## src/rtl/cond_pkg.sv

```systemverilog
// Shared condition-code definitions: the B.cond encoding, NZCV bit positions
// and the condition evaluation function used by branch and conditional-select logic.
package cond_pkg;

  typedef enum logic [3:0] {
    COND_EQ = 4'h0,
    COND_NE = 4'h1,
    COND_HS = 4'h2,
    COND_LO = 4'h3,
    COND_MI = 4'h4,
    COND_PL = 4'h5,
    COND_VS = 4'h6,
    COND_VC = 4'h7,
    COND_HI = 4'h8,
    COND_LS = 4'h9,
    COND_GE = 4'hA,
    COND_LT = 4'hB,
    COND_GT = 4'hC,
    COND_LE = 4'hD,
    COND_AL = 4'hE,
    COND_NV = 4'hF
  } cond_e;

  localparam int N_BIT = 3;
  localparam int Z_BIT = 2;
  localparam int C_BIT = 1;
  localparam int V_BIT = 0;

  // NV behaves as AL, so both always pass.
  function automatic logic cond_eval(input logic [3:0] cond, input logic [3:0] nzcv);
    logic n;
    logic z;
    logic c;
    logic v;
    logic result;
    n = nzcv[N_BIT];
    z = nzcv[Z_BIT];
    c = nzcv[C_BIT];
    v = nzcv[V_BIT];
    case (cond_e'(cond))
      COND_EQ: result = z;
      COND_NE: result = ~z;
      COND_HS: result = c;
      COND_LO: result = ~c;
      COND_MI: result = n;
      COND_PL: result = ~n;
      COND_VS: result = v;
      COND_VC: result = ~v;
      COND_HI: result = c & ~z;
      COND_LS: result = ~c | z;
      COND_GE: result = (n == v);
      COND_LT: result = (n != v);
      COND_GT: result = ~z & (n == v);
      COND_LE: result = z | (n != v);
      default: result = 1'b1;
    endcase
    return result;
  endfunction

endpackage

```

## src/rtl/cond_eval_logic.sv

```systemverilog
// Purely combinational condition evaluator: 4-bit condition field against an
// NZCV value. Shared by B.cond resolution and conditional-select instructions.
module cond_eval_logic
  import cond_pkg::*;
(
  input  logic [3:0] cond,
  input  logic [3:0] nzcv,
  output logic       result
);

  // Evaluate the condition against the supplied flags.
  always_comb begin
    result = cond_eval(cond, nzcv);
  end

endmodule

```

## src/rtl/cond_flag_unit.sv

```systemverilog
// NZCV flag register with a one-deep pending stage, plus the registered
// B.cond evaluator that feeds branch-taken logic (BCondCheck).
// Build option FLAG_FWD_EN: when defined, conditions see the newest flags via
// bypass from EX and the pending stage; when undefined, conditions see only the
// architectural flags and flag_stall holds the front end until they settle.
module cond_flag_unit
  import cond_pkg::*;
#(
  parameter logic [3:0] RESET_FLAGS = 4'b0000,
  parameter int         COND_W      = 4
) (
  input  logic              clk,
  input  logic              reset_n,
  input  logic              ex_valid,
  input  logic              flag_we,
  input  logic [3:0]        alu_flags,
  input  logic              stall,
  input  logic              flush,
  input  logic              cond_valid,
  input  logic [COND_W-1:0] cond,
  output logic              BCondCheck,
  output logic              bcond_valid,
  output logic [3:0]        flags,
  output logic              flag_stall
);

  logic       exSetsFlags;
  logic       cap;
  logic       pendValid;
  logic [3:0] pendFlags;
  logic [3:0] evalFlags;
  logic       evalResult;
  logic       acceptCond;

  // A flushed EX instruction never writes flags; a stall defers capture.
  assign exSetsFlags = ex_valid & flag_we & ~flush;
  assign cap         = exSetsFlags & ~stall;

`ifdef FLAG_FWD_EN
  // Pick the youngest flag producer: EX result, then pending, then architectural.
  // NOTE: every always_comb output gets a default first so no path leaves it
  // unassigned, which would otherwise infer a latch.
  always_comb begin
    evalFlags = flags;
    if (exSetsFlags) begin
      evalFlags = alu_flags;
    end else if (pendValid) begin
      evalFlags = pendFlags;
    end
  end

  assign flag_stall = 1'b0;
`else
  assign evalFlags  = flags;
  // Hold the condition until no younger flag write is in flight.
  assign flag_stall = cond_valid & (pendValid | exSetsFlags);
`endif

  assign acceptCond = cond_valid & ~flag_stall;

  cond_eval_logic u_cond_eval (
    .cond   (cond),
    .nzcv   (evalFlags),
    .result (evalResult)
  );

  // Flag capture/commit pipeline and registered condition result; stall freezes all.
  // NOTE: sequential state uses non-blocking assignments so every register
  // samples pre-edge values, which is what lets commit and capture share a cycle.
  always_ff @(posedge clk or negedge reset_n) begin
    if (!reset_n) begin
      flags       <= RESET_FLAGS;
      pendValid   <= 1'b0;
      pendFlags   <= 4'b0000;
      BCondCheck  <= 1'b0;
      bcond_valid <= 1'b0;
    end else if (!stall) begin
      if (pendValid) begin
        flags <= pendFlags;
      end
      if (cap) begin
        pendFlags <= alu_flags;
        pendValid <= 1'b1;
      end else if (pendValid) begin
        pendValid <= 1'b0;
      end
      bcond_valid <= acceptCond;
      BCondCheck  <= acceptCond & evalResult;
    end
  end

endmodule

```

## config.mk

```make
export PLATFORM = sky130hd
export DESIGN_NAME = cond_flag_unit
export DESIGN_NICKNAME = d
export VERILOG_FILES = /design/src/rtl/cond_pkg.sv /design/src/rtl/cond_eval_logic.sv /design/src/rtl/cond_flag_unit.sv
export SDC_FILE = /design/constraint.sdc
export NUM_CORES = 1
export LEC_CHECK = 0
export ABC_AREA = 1
export BUFFER_PORTS_ARGS = -buffer_cell sky130_fd_sc_hd__buf_4
export CELL_PAD_IN_SITES_DETAIL_PLACEMENT = 1
export CELL_PAD_IN_SITES_GLOBAL_PLACEMENT = 1
export CORE_MARGIN = 8
export CORE_UTILIZATION = 35
export DETAILED_ROUTE_END_ITERATION = 7
export GPL_ROUTABILITY_DRIVEN = 0
export GPL_TIMING_DRIVEN = 0
export PLACE_DENSITY = 0.78
export SLEW_MARGIN = 20
export SYNTH_ARGS = -nofsm -noshare
export SYNTH_HDL_FRONTEND = slang
export SYNTH_SLANG_ARGS = --single-unit
```

## constraint.sdc

```tcl
create_clock -name clk -period 2.5 [get_ports clk]
set_clock_uncertainty 0.1 [all_clocks]
set_input_delay 0.25 -clock clk [delete_from_list [all_inputs] [get_ports clk]]
set_output_delay 0.25 -clock clk [all_outputs]
set_load 0.02 [all_outputs]
```

== Word level (Yosys, flattened, before mapping) ==
Index checks and enable logic that the tools add are counted.

* Reductions and logical operators: 3
* Bitwise gates (word level): 18
* Multiplexer cells: 2
* Equal/unequal tests: 15

{| class="wikitable"
|+ Operators with widths
! operator !! number
|-
| 4-bit equality test (second input constant) || 6
|-
| 4-bit by 3-bit equality test with 1-bit output (second input constant) || 4
|-
| 1-bit case mux with 14 select lines || 1
|-
| 1-bit AND || 8
|-
| 4-bit by 2-bit equality test with 1-bit output (second input constant) || 2
|-
| 1-bit inverter || 7
|-
| 4-bit by 1-bit equality test with 1-bit output (second input constant) || 1
|-
| 4-bit logical NOT || 1
|-
| 2-bit AND reduction || 2
|-
| 1-bit OR || 3
|-
| 1-bit equality test || 1
|-
| 1-bit two-way mux || 1
|-
| 1-bit != test || 1
|}

* Word-level logic and storage cells: 43
* Bits in registers: 11
* Input bits: 15
* Output and inout bits: 7

== Logic depth before layout (Yosys ltp) ==
* Depth in word-level cells: 7
* Mapped depth: 11

== Hierarchy ==
Synthesis repeated with hierarchy kept, for this count alone.

* Cell total of the unflattened synthesis: 102
* Area total of the unflattened synthesis: 654.4 sq um

{| class="wikitable"
|+ Modules (own cells, without submodules)
! module !! cells each !! instances !! area each (sq um)
|-
| cond_flag_unit || 52 || 1 || 449.2
|-
| cond_eval_logic || 50 || 1 || 205.2
|}

== Least setup slack after synthesis ==
Ideal clock, no wire load.

* Path type: reg2reg
* Start point: reg flags[3]
* End point: reg BCondCheck
* Cell stages (with the launch flop): 10
* Path slack: 1218 ps
* Path buffers: 0
* Arrival: 1066 ps
* Cells stage by stage: dfrtp_1 > inv_1 > nand2_2 > nand3_2 > nand2_1 > nand2_1 > nor2_1 > nand2_1 > nand2_1 > nand2_1

* Word-level cells in the longest chain between the ends: 4
* Elaborated cells on any way between the ends: 7

{| class="wikitable"
|+ Ends and longest elaborated chain
! item !! line !! source
|-
| start: declaration || cond_flag_unit.sv:23 || <nowiki>output logic [3:0] flags,</nowiki>
|-
| start signal: assignment || cond_flag_unit.sv:79 || <nowiki>flags <= pendFlags;</nowiki>
|-
| 1-bit != test or 1-bit equality test (tied branches) || -- ||
|-
| 1-bit OR or 1-bit AND (tied branches) || cond_pkg.sv:54, cond_pkg.sv:53 ||
|-
| 1-bit case mux with 14 select lines (*) || cond_pkg.sv:40 || <nowiki>case (cond_e'(cond))</nowiki>
|-
| 1-bit AND (*) || cond_flag_unit.sv:88 || <nowiki>BCondCheck <= acceptCond & evalResult;</nowiki>
|-
| end signal: assignment || cond_flag_unit.sv:88 ||
|-
| end: declaration || cond_flag_unit.sv:21 || <nowiki>output logic BCondCheck,</nowiki>
|}

Mark *: on every way between the ends. The rest lies on a longest branch, timed or not.
A chain may end at the register's enable or synchronous reset.

== Worst setup path after layout ==
* Start point: reg pendValid
* End point: out flag_stall

* Word-level cells in the longest chain between the ends: 2

{| class="wikitable"
|+ Ends and longest elaborated chain
! item !! line !! source
|-
| start: declaration || cond_flag_unit.sv:29 || <nowiki>logic pendValid;</nowiki>
|-
| start signal: assignment || cond_flag_unit.sv:73 || <nowiki>pendValid <= 1'b0;</nowiki>
|-
| start signal: assignment || cond_flag_unit.sv:83 || <nowiki>pendValid <= 1'b1;</nowiki>
|-
| start signal: assignment || cond_flag_unit.sv:85 || <nowiki>pendValid <= 1'b0;</nowiki>
|-
| 1-bit OR || cond_flag_unit.sv:56 || <nowiki>assign flag_stall = cond_valid & (pendValid | exSetsFlags);</nowiki>
|-
| 1-bit AND || cond_flag_unit.sv:56 ||
|-
| end: declaration || cond_flag_unit.sv:24 || <nowiki>output logic flag_stall</nowiki>
|}

No other way between the ends.

==> results.json <==
{
  "clk_path_buf_depth": 2,
  "cp_common_cell": "inv_1",
  "rsz0062_at_grt": "false",
  "hold_viol_final": 0,
  "cts.sinks": 11,
  "grt_max_degree": 12,
  "mostFrequentLayoutCells": "nand2_1, buf_4, nor2_1, dfrtp_1, inv_1",
  "insertedDiodeCount": 0,
  "dp_hpwl_mm": 1.41,
  "critPathArrivalTime_ps": 1040,
  "synth_top_area_share_pct": 41.9,
  "clock.fmax_mhz": 717,
  "clk_pin_slew_ps": 70,
  "coreArea_mm2": 0.00175,
  "vias": 665,
  "grt.total_usage_pct": 11.1,
  "setup_tns_ps": 0,
  "ys_ff_latch": 11,
  "htreeDepth": 1,
  "layout.filler_cells": 243,
  "worst_pin_slew_ps": 294,
  "final_nets": 137,
  "wl_mm": 1.69,
  "slowest_stage": "dfrtp_1",
  "min_from": "alu_flags[2]",
  "reg2reg_depth": 9,
  "endpoint_kind": "output pin",
  "cts-buffers-inserted": 3,
  "portBuffers": 20,
  "p_leak_nw": 0.485,
  "boundaryPins": 22,
  "layout_commonest_cell": "nand2_1",
  "start_util_pct": 37.6,
  "netlist-cell-type-count": 16,
  "die_area_mm2": 0.00352,
  "drc": 0,
  "critPathTopFamily": "flip-flops",
  "ys_seq_area_share_pct": 41.9,
  "slowest_delay_ps": 350,
  "antenna_found_initial": 0,
  "criticalPathCategory": "reg2out",
  "rows": 15,
  "netlist_instances": 96,
  "holdPathStages": 2,
  "finalMaxSlewViolations": 0,
  "setup_ws_ps": 1110,
  "max_slew_margin_pct": 80.3,
  "path_cells": "inv_1 > o21ai_1 > inv_1 > nor2_1 > buf_4",
  "worstPathMaxFanout": 2,
  "stdcell_count": 146,
  "synth_area_leaders": "dfrtp_1, nand2_1, nor2_1",
  "worstHoldPathType": "in2reg",
  "yosysTopAreaCell": "dfrtp_1",
  "ir_drop_mv": 0.427,
  "synthesis.nets": 111,
  "die_height_um": 59.3,
  "drive_gt1_share_pct": 25.6,
  "ys_warn_count": 0,
  "cap_violations": 0,
  "seqCellArea_um2": 275,
  "drtIter0Drc": 6,
  "grt_overflow_total": 0,
  "multi_input_area_um2": 314,
  "ant_nets": 0,
  "startpoint_type": "register",
  "clock_latency_ps": 270,
  "critPathRequiredTime_ps": 2150,
  "holdPathEnd": "pendFlags[2]",
  "pre_cts_ws_ps": 1200,
  "ff2ff_setup_slack_ps": 1200,
  "grt_pass1_wl_mm": 3.04,
  "syn_avg_cell_area_um2": 6.84,
  "synth_area_um2": 657,
  "period_minus_slack_ps": 1390,
  "cts_root_buffer": "clkbuf_4",
  "utilization_pct": 50.1,
  "powerDensity_mw_per_mm2": 689,
  "cp_num_buf_inv": 3,
  "dpl.cell_count": 141,
  "cts_setup_buffers": 0,
  "dr.pass1.iters": 2,
  "grt_pass1_vias": 715,
  "r2r_start": "flags[0]",
  "vias_per_cell": 4.55,
  "syn2layout_area_growth_pct": 33.1,
  "finalPower_mw": 0.603,
  "cts_resized": 0,
  "cts_tree": "built",
  "r2r_end": "BCondCheck",
  "outcome": "finished, final reports clean",
  "timing.final.crit_share_pct": 55.8,
  "hold_buffers": 1,
  "die_x_um": 59.3,
  "wire_per_inst_um": 11.5,
  "setup_viol": 0
}
## layer usage
layer / track usage [%] / wire (µm) / vias up
li1: - / - / 352
met1: 12.2 / 761 / 293
met2: 18.6 / 800 / 16
met3: 2.60 / 82 / 4
met4: 7.17 / 41 / 0
met5: 0 / 0 / -
## flip-flops by register name, indices dropped and copies added (netlist names)
signal,count
flags,4
bcond_valid,1
pendValid,1
pendFlags,4
BCondCheck,1
## where the power goes
part,switching [mW],total [mW],internal [mW],leakage (nW)
logic,0.134,0.232,0.0977,0.339
registers,0.0352,0.252,0.217,0.131
clock network,0.0572,0.119,0.0618,0.0150
total,0.226,0.603,0.376,0.485
## worst max-delay path by stage
stage | startpoint | slack (ps) | cells after the start | to
3_3_place_gp | flags[0] | 1220 | 9 | BCondCheck
4_1_cts | pendValid | 1080 | 5 | flag_stall
6_report | pendValid | 1110 | 5 | flag_stall
3_5_place_dp | flags[3] | 1200 | 9 | BCondCheck
5_1_grt | pendValid | 980 | 5 | flag_stall
2_1_floorplan | flags[3] | 1220 | 9 | BCondCheck
## kinds of logic (layout without fill, tap and decap cells)
group	after synthesis	after routing	synth area share, %
buffers and inverters	16	41	10.3
multiplexers	2	2	3.43
AO/OA/AOI/OAI	12	12	9.52
AND/OR/NAND/NOR	55	55	34.9
flip-flops	11	11	41.9
## cell type report
type / instances / share of cell area, %
timing repair buffer: 21 / 18.3
clock buffer: 4 / 3.00
tap: 25 / 3.58
sequential: 11 / 31.5
inverter: 15 / 6.44
multi-input combinational: 69 / 35.9
buffer: 1 / 1.29
## worst reg2reg max path, delay by kind of cell, from the launching register on
kind	cells	cell delay (ps)
buffers and inverters	1	80
flip-flops	1	440
AND/OR/NAND/NOR	8	560
## stage by stage
step,area [µm²],hold WS [ps]
floorplan,657,-146
global placement,838,-9.19
detailed placement,838,-11.4
CTS,875,84.8
global route,875,93.6
finish,875,91.7
## synthesized netlist by cell type
master	number
clkinv_1	1
dfrtp_1	11
o21ai_1	1
o21ai_0	3
nor3_1	1
nand2_2	2
mux2_1	2
inv_1	10
inv_2	4
nand2_1	29
a21oi_1	7
nand3_2	1
buf_6	1
nor2_1	14
nand3_1	8
a21o_1	1
(Power assumes the default switching activity.)
